$ cat config.mk
export PLATFORM = sky130hd
export DESIGN_NAME = alu_exec_unit
export DESIGN_NICKNAME = d
export VERILOG_FILES = /design/src/rtl/alu_exec_unit.sv
export SDC_FILE = /design/constraint.sdc
export NUM_CORES = 1
export LEC_CHECK = 0
export BUFFER_PORTS_ARGS = -buffer_cell sky130_fd_sc_hd__buf_4
export CORE_MARGIN = 3
export CORE_UTILIZATION = 55
export CTS_CLUSTER_SIZE = 24
export DETAILED_ROUTE_END_ITERATION = 8
export HOLD_SLACK_MARGIN = 0.06
export PLACE_DENSITY_LB_ADDON = 0.05
export SYNTH_ARGS = -nofsm -noshare
export SYNTH_HDL_FRONTEND = slang
export SYNTH_SLANG_ARGS = --single-unit
$ cat constraint.sdc
create_clock -name clk -period 2.5 [get_ports clk]
set_input_delay 0.75 -clock clk [delete_from_list [all_inputs] [get_ports clk]]
set_output_delay 0.75 -clock clk [all_outputs]
set_load 0.02 [all_outputs]
$ cat src/rtl/alu_exec_unit.sv
// ALU execution unit: takes a control code and two operands over valid/ready,
// computes the result and holds it with its flags in a single-entry output buffer.
module alu_exec_unit #(
    parameter int WIDTH = 64,
    parameter int ERRW  = 8
) (
    input  logic             clk,
    input  logic             rst_n,
    input  logic             op_valid,
    output logic             op_ready,
    input  logic [3:0]       ctrl,
    input  logic [WIDTH-1:0] src_a,
    input  logic [WIDTH-1:0] src_b,
    output logic             res_valid,
    input  logic             res_ready,
    output logic [WIDTH-1:0] result,
    output logic             zero,
    output logic             ovf,
    output logic             err,
    output logic [ERRW-1:0]  err_count
);

    typedef enum logic {
        EMPTY,
        FULL
    } state_t;

    state_t state, next_state;

    logic             accept;
    logic [WIDTH-1:0] sum;
    logic [WIDTH-1:0] diff;
    logic [WIDTH-1:0] calc_result;
    logic             calc_ovf;
    logic             calc_err;

    assign res_valid = (state == FULL);
    assign op_ready  = !res_valid || res_ready;
    assign accept    = op_valid && op_ready;

    assign sum  = src_a + src_b;
    assign diff = src_a - src_b;

    always_comb begin
        calc_result = '0;
        calc_ovf    = 1'b0;
        calc_err    = 1'b0;
        case (ctrl)
            4'b0010: begin
                calc_result = sum;
                calc_ovf    = (src_a[WIDTH-1] == src_b[WIDTH-1]) && (sum[WIDTH-1] != src_a[WIDTH-1]);
            end
            4'b0110: begin
                calc_result = diff;
                calc_ovf    = (src_a[WIDTH-1] != src_b[WIDTH-1]) && (diff[WIDTH-1] != src_a[WIDTH-1]);
            end
            4'b0011: calc_result = src_a & src_b;
            4'b0100: calc_result = src_a | src_b;
            4'b0101: calc_result = src_a ^ src_b;
            4'b0111: calc_result = {{(WIDTH-1){1'b0}}, ($signed(src_a) < $signed(src_b))};
            4'b0000: calc_result = '0;
            default: calc_err    = 1'b1;
        endcase
    end

    always_ff @(posedge clk or negedge rst_n) begin
        if (!rst_n) begin
            state <= EMPTY;
        end else begin
            state <= next_state;
        end
    end

    // A consume with a simultaneous accept keeps the buffer full.
    always_comb begin
        next_state = state;
        case (state)
            EMPTY: if (accept) next_state = FULL;
            FULL:  if (res_ready && !op_valid) next_state = EMPTY;
            default: next_state = EMPTY;
        endcase
    end

    always_ff @(posedge clk or negedge rst_n) begin
        if (!rst_n) begin
            result <= '0;
            zero   <= 1'b0;
            ovf    <= 1'b0;
            err    <= 1'b0;
        end else if (accept) begin
            result <= calc_result;
            zero   <= (calc_result == '0);
            ovf    <= calc_ovf;
            err    <= calc_err;
        end
    end

    always_ff @(posedge clk or negedge rst_n) begin
        if (!rst_n) begin
            err_count <= '0;
        end else if (accept && calc_err && (err_count != '1)) begin
            err_count <= err_count + ERRW'(1);
        end
    end

endmodule

==> impl_metrics.env, run 1 <==
export IMPL_synth_edf_count=0
export IMPL_status="aborted with a tool error"
export IMPL_io_pins=213
export IMPL_grt_pass1_wl_mm=226.5
export IMPL_cts_inserted_buffers=9
export IMPL_grt_max_degree=46
export IMPL_ctsRootBufferMaster="clkbuf_16"
export IMPL_post_synth_cell_area_avg_um2=6.875
export IMPL_htree_levels=3
export IMPL_clk_path_buf_depth=2
export IMPL_failing_step="5_1_grt"
export IMPL_synth_seq_cells=76
export IMPL_grt_pass1_vias=35560
export IMPL_dieWidth_um=175.4
export IMPL_yosys_warnings=0
export IMPL_dpl_hpwl_mm=69.91
export IMPL_synth_fp_nets=2632
export IMPL_synthCells=2297
export IMPL_start_util=0.5638
export IMPL_synthFlopType="dfrtp_1"
export IMPL_dpl_cell_area_um2=25430
export IMPL_gp_congestion=1.208
export IMPL_synth_cell_types=116
export IMPL_rows=61
export IMPL_synthArstFlopShare=1.000
export IMPL_synth_seq_area_share=0.1204
export IMPL_grt_overflow=1889
export IMPL_tool_error="[ERROR GRT-0116] Global routing finished with congestion. Check the congestion regions in the DRC Viewer."
export IMPL_syn_area_um2=15790
export IMPL_io_buffers=212
export IMPL_chipHeight_um=175.4
export IMPL_grt_total_usage=0.9238
export IMPL_cts_sinks=76
synth_stat cells (10+ instances only):
master	instances	area share
and3_1	15	0.0059
o31ai_1	44	0.021
o221ai_1	13	0.0072
buf_2	24	0.0076
clkbuf_1	72	0.017
and2_1	22	0.0087
nand2_1	283	0.067
nand3_1	52	0.016
o211ai_1	36	0.017
mux2i_1	11	0.0070
a221oi_1	24	0.013
a211oi_1	22	0.010
nor2b_1	21	0.0083
o2111ai_1	14	0.0078
nor2_1	212	0.050
a21oi_1	224	0.071
o21a_1	33	0.016
or2_2	11	0.0044
xnor2_1	18	0.010
o21ai_0	163	0.052
ha_1	197	0.16
a21o_1	19	0.0090
nor3_1	55	0.017
inv_1	198	0.047
nand2b_1	21	0.0083
nand4_1	41	0.016
dfrtp_1	76	0.12
or3_1	10	0.0040
buf_1	14	0.0033
o22ai_1	15	0.0059
clkbuf_8	14	0.012
o21bai_1	22	0.010
nor4_1	42	0.017
a31oi_1	29	0.011
through the flow:
step	setup TNS (ns)	std cells	utilization	setup slack, ns
after floorplan	-21.50	2297	-	-1.509
after global placement	-67.40	3679	0.9080	-2.079
after detailed placement	-77.84	3679	0.9080	-2.266
after CTS	-44.68	3743	0.9770	-1.642
cells by family after synthesis:
logic type	count (synthesis)	synth area share
multiplexers	16	0.01054
adder cells (fa/ha/maj)	199	0.1586
AO/OA/AOI/OAI	803	0.3405
flip-flops	76	0.1204
XOR/XNOR	22	0.01220
buffers and inverters	329	0.09135
AND/OR/NAND/NOR	852	0.2663
routing by layer:
layer,global-route usage,overflow
met3,0.7371,34
met4,1.030,464
met1,0.8288,37
met5,0.4135,3
met2,1.179,1351
what timing repair did:
| action | 4_1_cts |
|---|---|
| buffers inserted | 60 |
| hold buffers | 0 |
| gates resized for setup | 288 |
| endpoints found under the setup margin | 64 |
| pin swaps | 117 |
==> inputs of run 2 (changes only) <==
--- a/config.mk
+++ b/config.mk
@@ -7,11 +7,9 @@
 export LEC_CHECK = 0
 export BUFFER_PORTS_ARGS = -buffer_cell sky130_fd_sc_hd__buf_4
 export CORE_MARGIN = 3
-export CORE_UTILIZATION = 55
-export CTS_CLUSTER_SIZE = 24
+export CORE_UTILIZATION = 40
 export DETAILED_ROUTE_END_ITERATION = 8
-export HOLD_SLACK_MARGIN = 0.06
-export PLACE_DENSITY_LB_ADDON = 0.05
+export PLACE_DENSITY_LB_ADDON = 0.15
 export SYNTH_ARGS = -nofsm -noshare
 export SYNTH_HDL_FRONTEND = slang
 export SYNTH_SLANG_ARGS = --single-unit
==> constraint.sdc (replaced) <==
create_clock -name clk -period 3.2 [get_ports clk]
set_input_delay 0.96 -clock clk [delete_from_list [all_inputs] [get_ports clk]]
set_output_delay 0.96 -clock clk [all_outputs]
set_load 0.02 [all_outputs]
==> impl_metrics.env, run 2 <==
export IMPL_status="finished with violations"
export IMPL_violations="setup timing"
export IMPL_dpl_cell_area_um2=25410
export IMPL_syn_area_um2=15790
export IMPL_drc=0
export IMPL_viasPerCell=5.978
export IMPL_largest_reg_flops=64
export IMPL_drive_gt1_frac=0.5009
export IMPL_clock_latency_ns=0.35
export IMPL_max_freq_mhz=220.5
export IMPL_num_vias=23580
export IMPL_io_pins=213
export IMPL_setup_worst_path_start_class="primary input"
export IMPL_fill_cells=3012
export IMPL_timing_hold_ws_ns=0.4766
export IMPL_drv_cap=0
export IMPL_synth_fp_nets=2632
export IMPL_drt_iter0_markers=2426
export IMPL_cts_inserted_buffers=9
export IMPL_ant_nets=0
export IMPL_largestRegisters="result: 64 flops, err_count: 8 flops"
export IMPL_path_class="primary input to flip-flop"
export IMPL_clk_path_buf_depth=2
export IMPL_nNetsFinal=3756
export IMPL_cp_max_fo=3
export IMPL_crit_family="compound AO/OA/AOI/OAI gates"
export IMPL_fin_crit_ns=4.535
export IMPL_multiInputGateArea_um2=15040
export IMPL_utilization=0.7379
export IMPL_critPathCaptureType="flip-flop"
export IMPL_slowest_stage="fa_2"
export IMPL_chipHeight_um=204.7
export IMPL_grt_antenna_before_repair=0
export IMPL_critical_path_required_ns=3.49
export IMPL_n_antenna_cell=0
export IMPL_cp_arrival_ns=4.83
export IMPL_detail_route_wl_per_cell_um=22.86
export IMPL_die_area_um2=41900
export IMPL_finClkSkew_ns=0.01264
export IMPL_dpl_hpwl_mm=73.38
export IMPL_start_util=0.4067
export IMPL_p_per_area_nw_per_um2=282.8
export IMPL_p_leak_nw=13.56
export IMPL_grt_pass1_wl_mm=130.9
export IMPL_hold_depth=2
export IMPL_stdcell_area_um2=28650
export IMPL_htree_levels=3
export IMPL_final_cell_mix="buf_4, nand2_1, nor2_1"
export IMPL_cts_tree="built"
export IMPL_reg2reg_depth=15
export IMPL_setup_violations=50
export IMPL_yosysMostFrequentCell="nand2_1"
export IMPL_dp_cells=3866
export IMPL_ir_drop_v=0.0002602
export IMPL_synth_cell_types=116
export IMPL_final_common_cell="buf_4"
export IMPL_post_synth_cell_area_avg_um2=6.875
export IMPL_relSlewSlack=0.3266
export IMPL_area_growth_pct=81.42
export IMPL_stdcell_count=3944
export IMPL_seqCellArea_um2=1902
export IMPL_crit_buf_inv=5
export IMPL_hold_path_class="flip-flop to flip-flop"
export IMPL_clk_pin_slew_ns=0.07
export IMPL_slowest_delay_ns=0.37
export IMPL_drt_wl_total_mm=90.15
export IMPL_ctsRootBufferMaster="clkbuf_16"
export IMPL_synth_edf_count=0
export IMPL_rsz0062_at_grt="true"
export IMPL_io_buffers=212
export IMPL_setup_ws_ns=-1.335
export IMPL_largest_register="result"
export IMPL_synth_area_leaders="ha_1, dfrtp_1, a21oi_1"
export IMPL_synthFlopType="dfrtp_1"
export IMPL_yosys_warnings=0
export IMPL_synth_common_cells="nand2_1, a21oi_1, nor2_1"
export IMPL_finalCritPeriodShare=1.417
export IMPL_cts_sinks=76
export IMPL_rows=72
export IMPL_drt_pre_antenna_iters=6
export IMPL_yosys_area_top_type="ha_1"
export IMPL_path_cells="buf_12 -> inv_12 -> ha_4 -> fa_2 -> buf_6 -> nor3_4 -> o311ai_4 -> buf_4 -> o211ai_1 -> o21ai_1 -> o211ai_1 -> o2111ai_2 -> buf_4 -> a21oi_4 -> o21a_1 -> o221ai_4 -> and4b_1 -> nand4_1 -> nor4_2 -> a32o_2"
export IMPL_finalPower_w=0.008101
export IMPL_grt_pass1_vias=22910
export IMPL_grt_total_usage=0.4005
export IMPL_yosys_area_top_type_share=0.1561
export IMPL_synthCells=2297
export IMPL_finalHoldViolations=0
export IMPL_dieWidth_um=204.7
export IMPL_tightest_slew_ns=1.010
export IMPL_gp_congestion=1.044
export IMPL_cp_depth=20
export IMPL_synth_seq_cells=76
export IMPL_grt_overflow=0
export IMPL_synthArstFlopShare=1.000
export IMPL_core_area_um2=38830
export IMPL_slew_violations=0
export IMPL_grt_max_degree=77
export IMPL_synth_seq_area_share=0.1204
run 2: metal layers:
layer  up-vias  share of wire  GRT usage
met5         -              0          0
met1     11200           0.40     0.5150
li1      10620              -          -
met2      1423           0.46     0.6640
met4         0          0.058     0.1816
met3       333          0.086    0.05752
run 2: kinds of logic (layout without fill, tap and decap cells):
family	Yosys count	after routing	synth area share
buffers and inverters	329	1458	0.09135
muxes	16	16	0.01054
and+or+nand+nor	852	852	0.2663
DFF	76	76	0.1204
AOI/OAI and AO/OA	803	803	0.3405
xor gates and xnor gates	22	22	0.01220
adders and majority gates	199	199	0.1586
run 2: worst register-to-register path, stage by stage, from the launching register on:
cell      delay, ns
dfrtp_1        0.37
nand2b_1       0.16
and2_1         0.19
o211a_1        0.15
o21a_1         0.13
o211ai_1       0.09
nor3_1         0.17
buf_4          0.15
nand4_1        0.15
nor4_2         0.18
buf_4          0.17
nand3_4        0.06
nor4_4         0.33
nand3_1        0.14
nor4_2         0.21
a32o_2         0.22
run 2: power breakdown:
part           total, W  switching [W]  internal (W)
combinational   0.00580        0.00308       0.00272
sequential      0.00128       0.000153       0.00113
clock           0.00102       0.000418      0.000604
total           0.00810        0.00365       0.00445
run 2: area by class of cell:
cell class,instances,area share
Sequential cell,76,0.06638
Multi-Input combinational cell,1892,0.5250
Timing Repair Buffer,1243,0.3470
Inverter,199,0.02874
Clock inverter,6,0.002271
Tap cell,518,0.02262
Clock buffer,10,0.007992
run 2: final timing paths:
path	start	endpoint	slack, ns
setup reg to reg	res_valid	zero	0.26
setup / recovery	src_a[0]	zero	-1.34
hold reg to reg	result[11]	result[11]	0.48
min in group asynchronous	rst_n	err_count[5]	0.80
hold / removal	result[11]	result[11]	0.48
max in group asynchronous	rst_n	result[40]	1.76
run 2: what timing repair did:
| action | in CTS | in global routing |
|---|---|---|
| endpoints found under the setup margin | 56 | 54 |
| hold buffers | 0 | 0 |
| pin swaps | 120 | 146 |
| resized for setup | 319 | 257 |
| endpoints found under the hold margin | 0 | 0 |
| gates cloned | 0 | 1 |
| buffers inserted | 34 | 68 |
run 2: through the flow:
step / TNS, ns / worst slack (ns)
after floorplan: -3.634 / -1.019
after global placement: -50.18 / -1.954
final: -23.64 / -1.335
after CTS: -18.08 / -1.283
after global routing: -26.30 / -1.391
after detailed placement: -52.91 / -2.045
Power figures use the tool's default switching activity.
==> inputs of run 3 (changes only) <==
--- a/config.mk
+++ b/config.mk
@@ -6,10 +6,12 @@
 export NUM_CORES = 1
 export LEC_CHECK = 0
 export BUFFER_PORTS_ARGS = -buffer_cell sky130_fd_sc_hd__buf_4
+export CELL_PAD_IN_SITES_DETAIL_PLACEMENT = 0
+export CELL_PAD_IN_SITES_GLOBAL_PLACEMENT = 1
 export CORE_MARGIN = 3
 export CORE_UTILIZATION = 40
 export DETAILED_ROUTE_END_ITERATION = 8
-export PLACE_DENSITY_LB_ADDON = 0.15
+export PLACE_DENSITY_LB_ADDON = 0.1
 export SYNTH_ARGS = -nofsm -noshare
 export SYNTH_HDL_FRONTEND = slang
 export SYNTH_SLANG_ARGS = --single-unit
==> impl_metrics.env, run 3 (synthesized netlist as in run 2, its figures left out) <==
export IMPL_io_pins=213
export IMPL_dpl_cell_area_um2=25500
export IMPL_detail_route_wl_per_cell_um=22.29
export IMPL_num_vias=24020
export IMPL_start_util=0.4067
export IMPL_dieWidth_um=204.7
export IMPL_hold_depth=2
export IMPL_ctsRootBufferMaster="clkbuf_16"
export IMPL_drt_wl_total_mm=89.27
export IMPL_timing_hold_ws_ns=0.4810
export IMPL_hold_path_class="flip-flop to flip-flop"
export IMPL_rsz0062_at_grt="true"
export IMPL_drv_cap=0
export IMPL_stdcell_area_um2=29270
export IMPL_drc=0
export IMPL_io_buffers=212
export IMPL_viasPerCell=5.998
export IMPL_largest_register="result"
export IMPL_gp_congestion=1.076
export IMPL_slowest_delay_ns=0.37
export IMPL_grt_max_degree=77
export IMPL_share_comb_of_total_power=0.707
export IMPL_finClkSkew_ns=0.01447
export IMPL_top_layer_used="met5"
export IMPL_wl_met2_mm=39.64
export IMPL_violations="setup timing"
export IMPL_path_class="primary input to flip-flop"
export IMPL_clk_pin_slew_ns=0.07
export IMPL_tightest_slew_ns=1.050
export IMPL_cp_max_fo=3
export IMPL_finalCritPeriodShare=1.389
export IMPL_slew_violations=0
export IMPL_cts_tree="built"
export IMPL_dpl_hpwl_mm=70.57
export IMPL_cts_sinks=76
export IMPL_power_internal_w=0.004638
export IMPL_stdcell_count=4005
export IMPL_final_common_cell="buf_4"
export IMPL_drive_gt1_frac=0.5161
export IMPL_ant_nets=0
export IMPL_setup_worst_path_start_class="primary input"
export IMPL_netSwitchingFraction=0.4453
export IMPL_drt_pre_antenna_iters=6
export IMPL_grt_pass1_wl_mm=130.6
export IMPL_ir_drop_v=0.0002491
export IMPL_largest_reg_flops=64
export IMPL_place_ws_ns=-1.964
export IMPL_grt_total_usage=0.3971
export IMPL_drt_iter0_markers=2616
export IMPL_clock_latency_ns=0.37
export IMPL_seqPwrFrac=0.151
export IMPL_wirelength_met1_mm=34.59
export IMPL_die_area_um2=41900
export IMPL_critical_path_required_ns=3.51
export IMPL_wl_met3_mm=8.490
export IMPL_switchingPower_w=0.003724
export IMPL_chipHeight_um=204.7
export IMPL_clkPwrFrac=0.142
export IMPL_grt_overflow=0
export IMPL_utilization=0.7538
export IMPL_reg2reg_depth=14
export IMPL_relSlewSlack=0.2997
export IMPL_area_growth_pct=85.33
export IMPL_critPathCaptureType="flip-flop"
export IMPL_final_cell_mix="buf_4, nand2_1, nor2_1"
export IMPL_dp_cells=3883
export IMPL_setup_ws_ns=-1.245
export IMPL_cts_inserted_buffers=9
export IMPL_nNetsFinal=3816
export IMPL_path_cells="buf_12 -> inv_12 -> ha_4 -> fa_2 -> buf_6 -> nor3_4 -> o311ai_4 -> a31oi_4 -> buf_6 -> o311ai_4 -> buf_4 -> a21oi_2 -> o311a_1 -> a211o_1 -> a211oi_1 -> nand4b_1 -> nor4_4 -> nand3_2 -> nor4_4 -> a32o_2"
export IMPL_htree_levels=3
export IMPL_clk_path_buf_depth=2
export IMPL_finalHoldViolations=0
export IMPL_core_area_um2=38830
export IMPL_p_leak_nw=13.91
export IMPL_fin_crit_ns=4.445
export IMPL_largestRegisters="result: 64 flops, err_count: 8 flops"
export IMPL_setup_violations=50
export IMPL_status="finished with violations"
export IMPL_slowest_stage="o311ai_4"
export IMPL_grt_pass1_vias=23010
export IMPL_cp_arrival_ns=4.76
export IMPL_p_per_area_nw_per_um2=285.7
export IMPL_rows=72
export IMPL_max_freq_mhz=225.0
export IMPL_grt_antenna_before_repair=1
==> run 3: timing repair <==
| item | 4_1_cts | 5_1_grt |
|---|---|---|
| pin swaps | 156 | 121 |
| setup buffers | 93 | 53 |
| hold buffers | 0 | 0 |
| setup endpoints to repair | 54 | 54 |
| gates resized for setup | 424 | 207 |
| gates cloned | 0 | 0 |
==> run 3: worst paths after layout <==
path                            startpoint         end  slack [ns]
worst min register to register  result[58]  result[58]        0.48
worst max register to register   res_valid        zero        0.30
min in group asynchronous            rst_n   result[1]        0.80
worst max-delay path              src_a[0]        zero       -1.25
worst min-delay path            result[58]  result[58]        0.48
max in group asynchronous            rst_n  result[29]        1.73
==> run 3: critical path, delay by kind of cell <==
family / cells / cell delay [ns]
compound gates: 8 / 1.96
fa+ha+maj: 2 / 0.36
buf+inv: 5 / 0.61
simple gates: 5 / 0.87
==> run 3: final cells by class <==
cell class,count,area (um2)
fill,2976,9560
multi-input combinational,1892,15150
tap,518,648.1
clock buffer,10,239.0
inverter,199,822.0
antenna,1,2.502
clock inverter,6,96.34
sequential,76,1902
timing repair buffer,1303,10410
==> run 3: power groups by stage <==
stage,logic [W],clock network [W],registers (W)
after CTS,0.00543,0.00120,0.00126
after detailed placement,0.00489,0,0.00128
after floorplan,0.00201,0,0.00146
after global placement,0.00482,0,0.00127
final,0.00591,0.00119,0.00127
after global routing,0.00620,0.00125,0.00129
==> run 3: per-layer routing <==
layer,vias to the layer above,global-route usage
met2,1460,0.6431
met5,-,0
met1,11370,0.5096
met4,2,0.2057
li1,10760,-
met3,430,0.06213
==> run 3: through the flow <==
step | total power, W | setup TNS, ns
detailed placement | 0.006171 | -51.85
global route | 0.008735 | -24.00
CTS | 0.007894 | -15.63
floorplan | 0.003470 | -3.634
finish | 0.008361 | -20.78
global placement | 0.006094 | -47.74
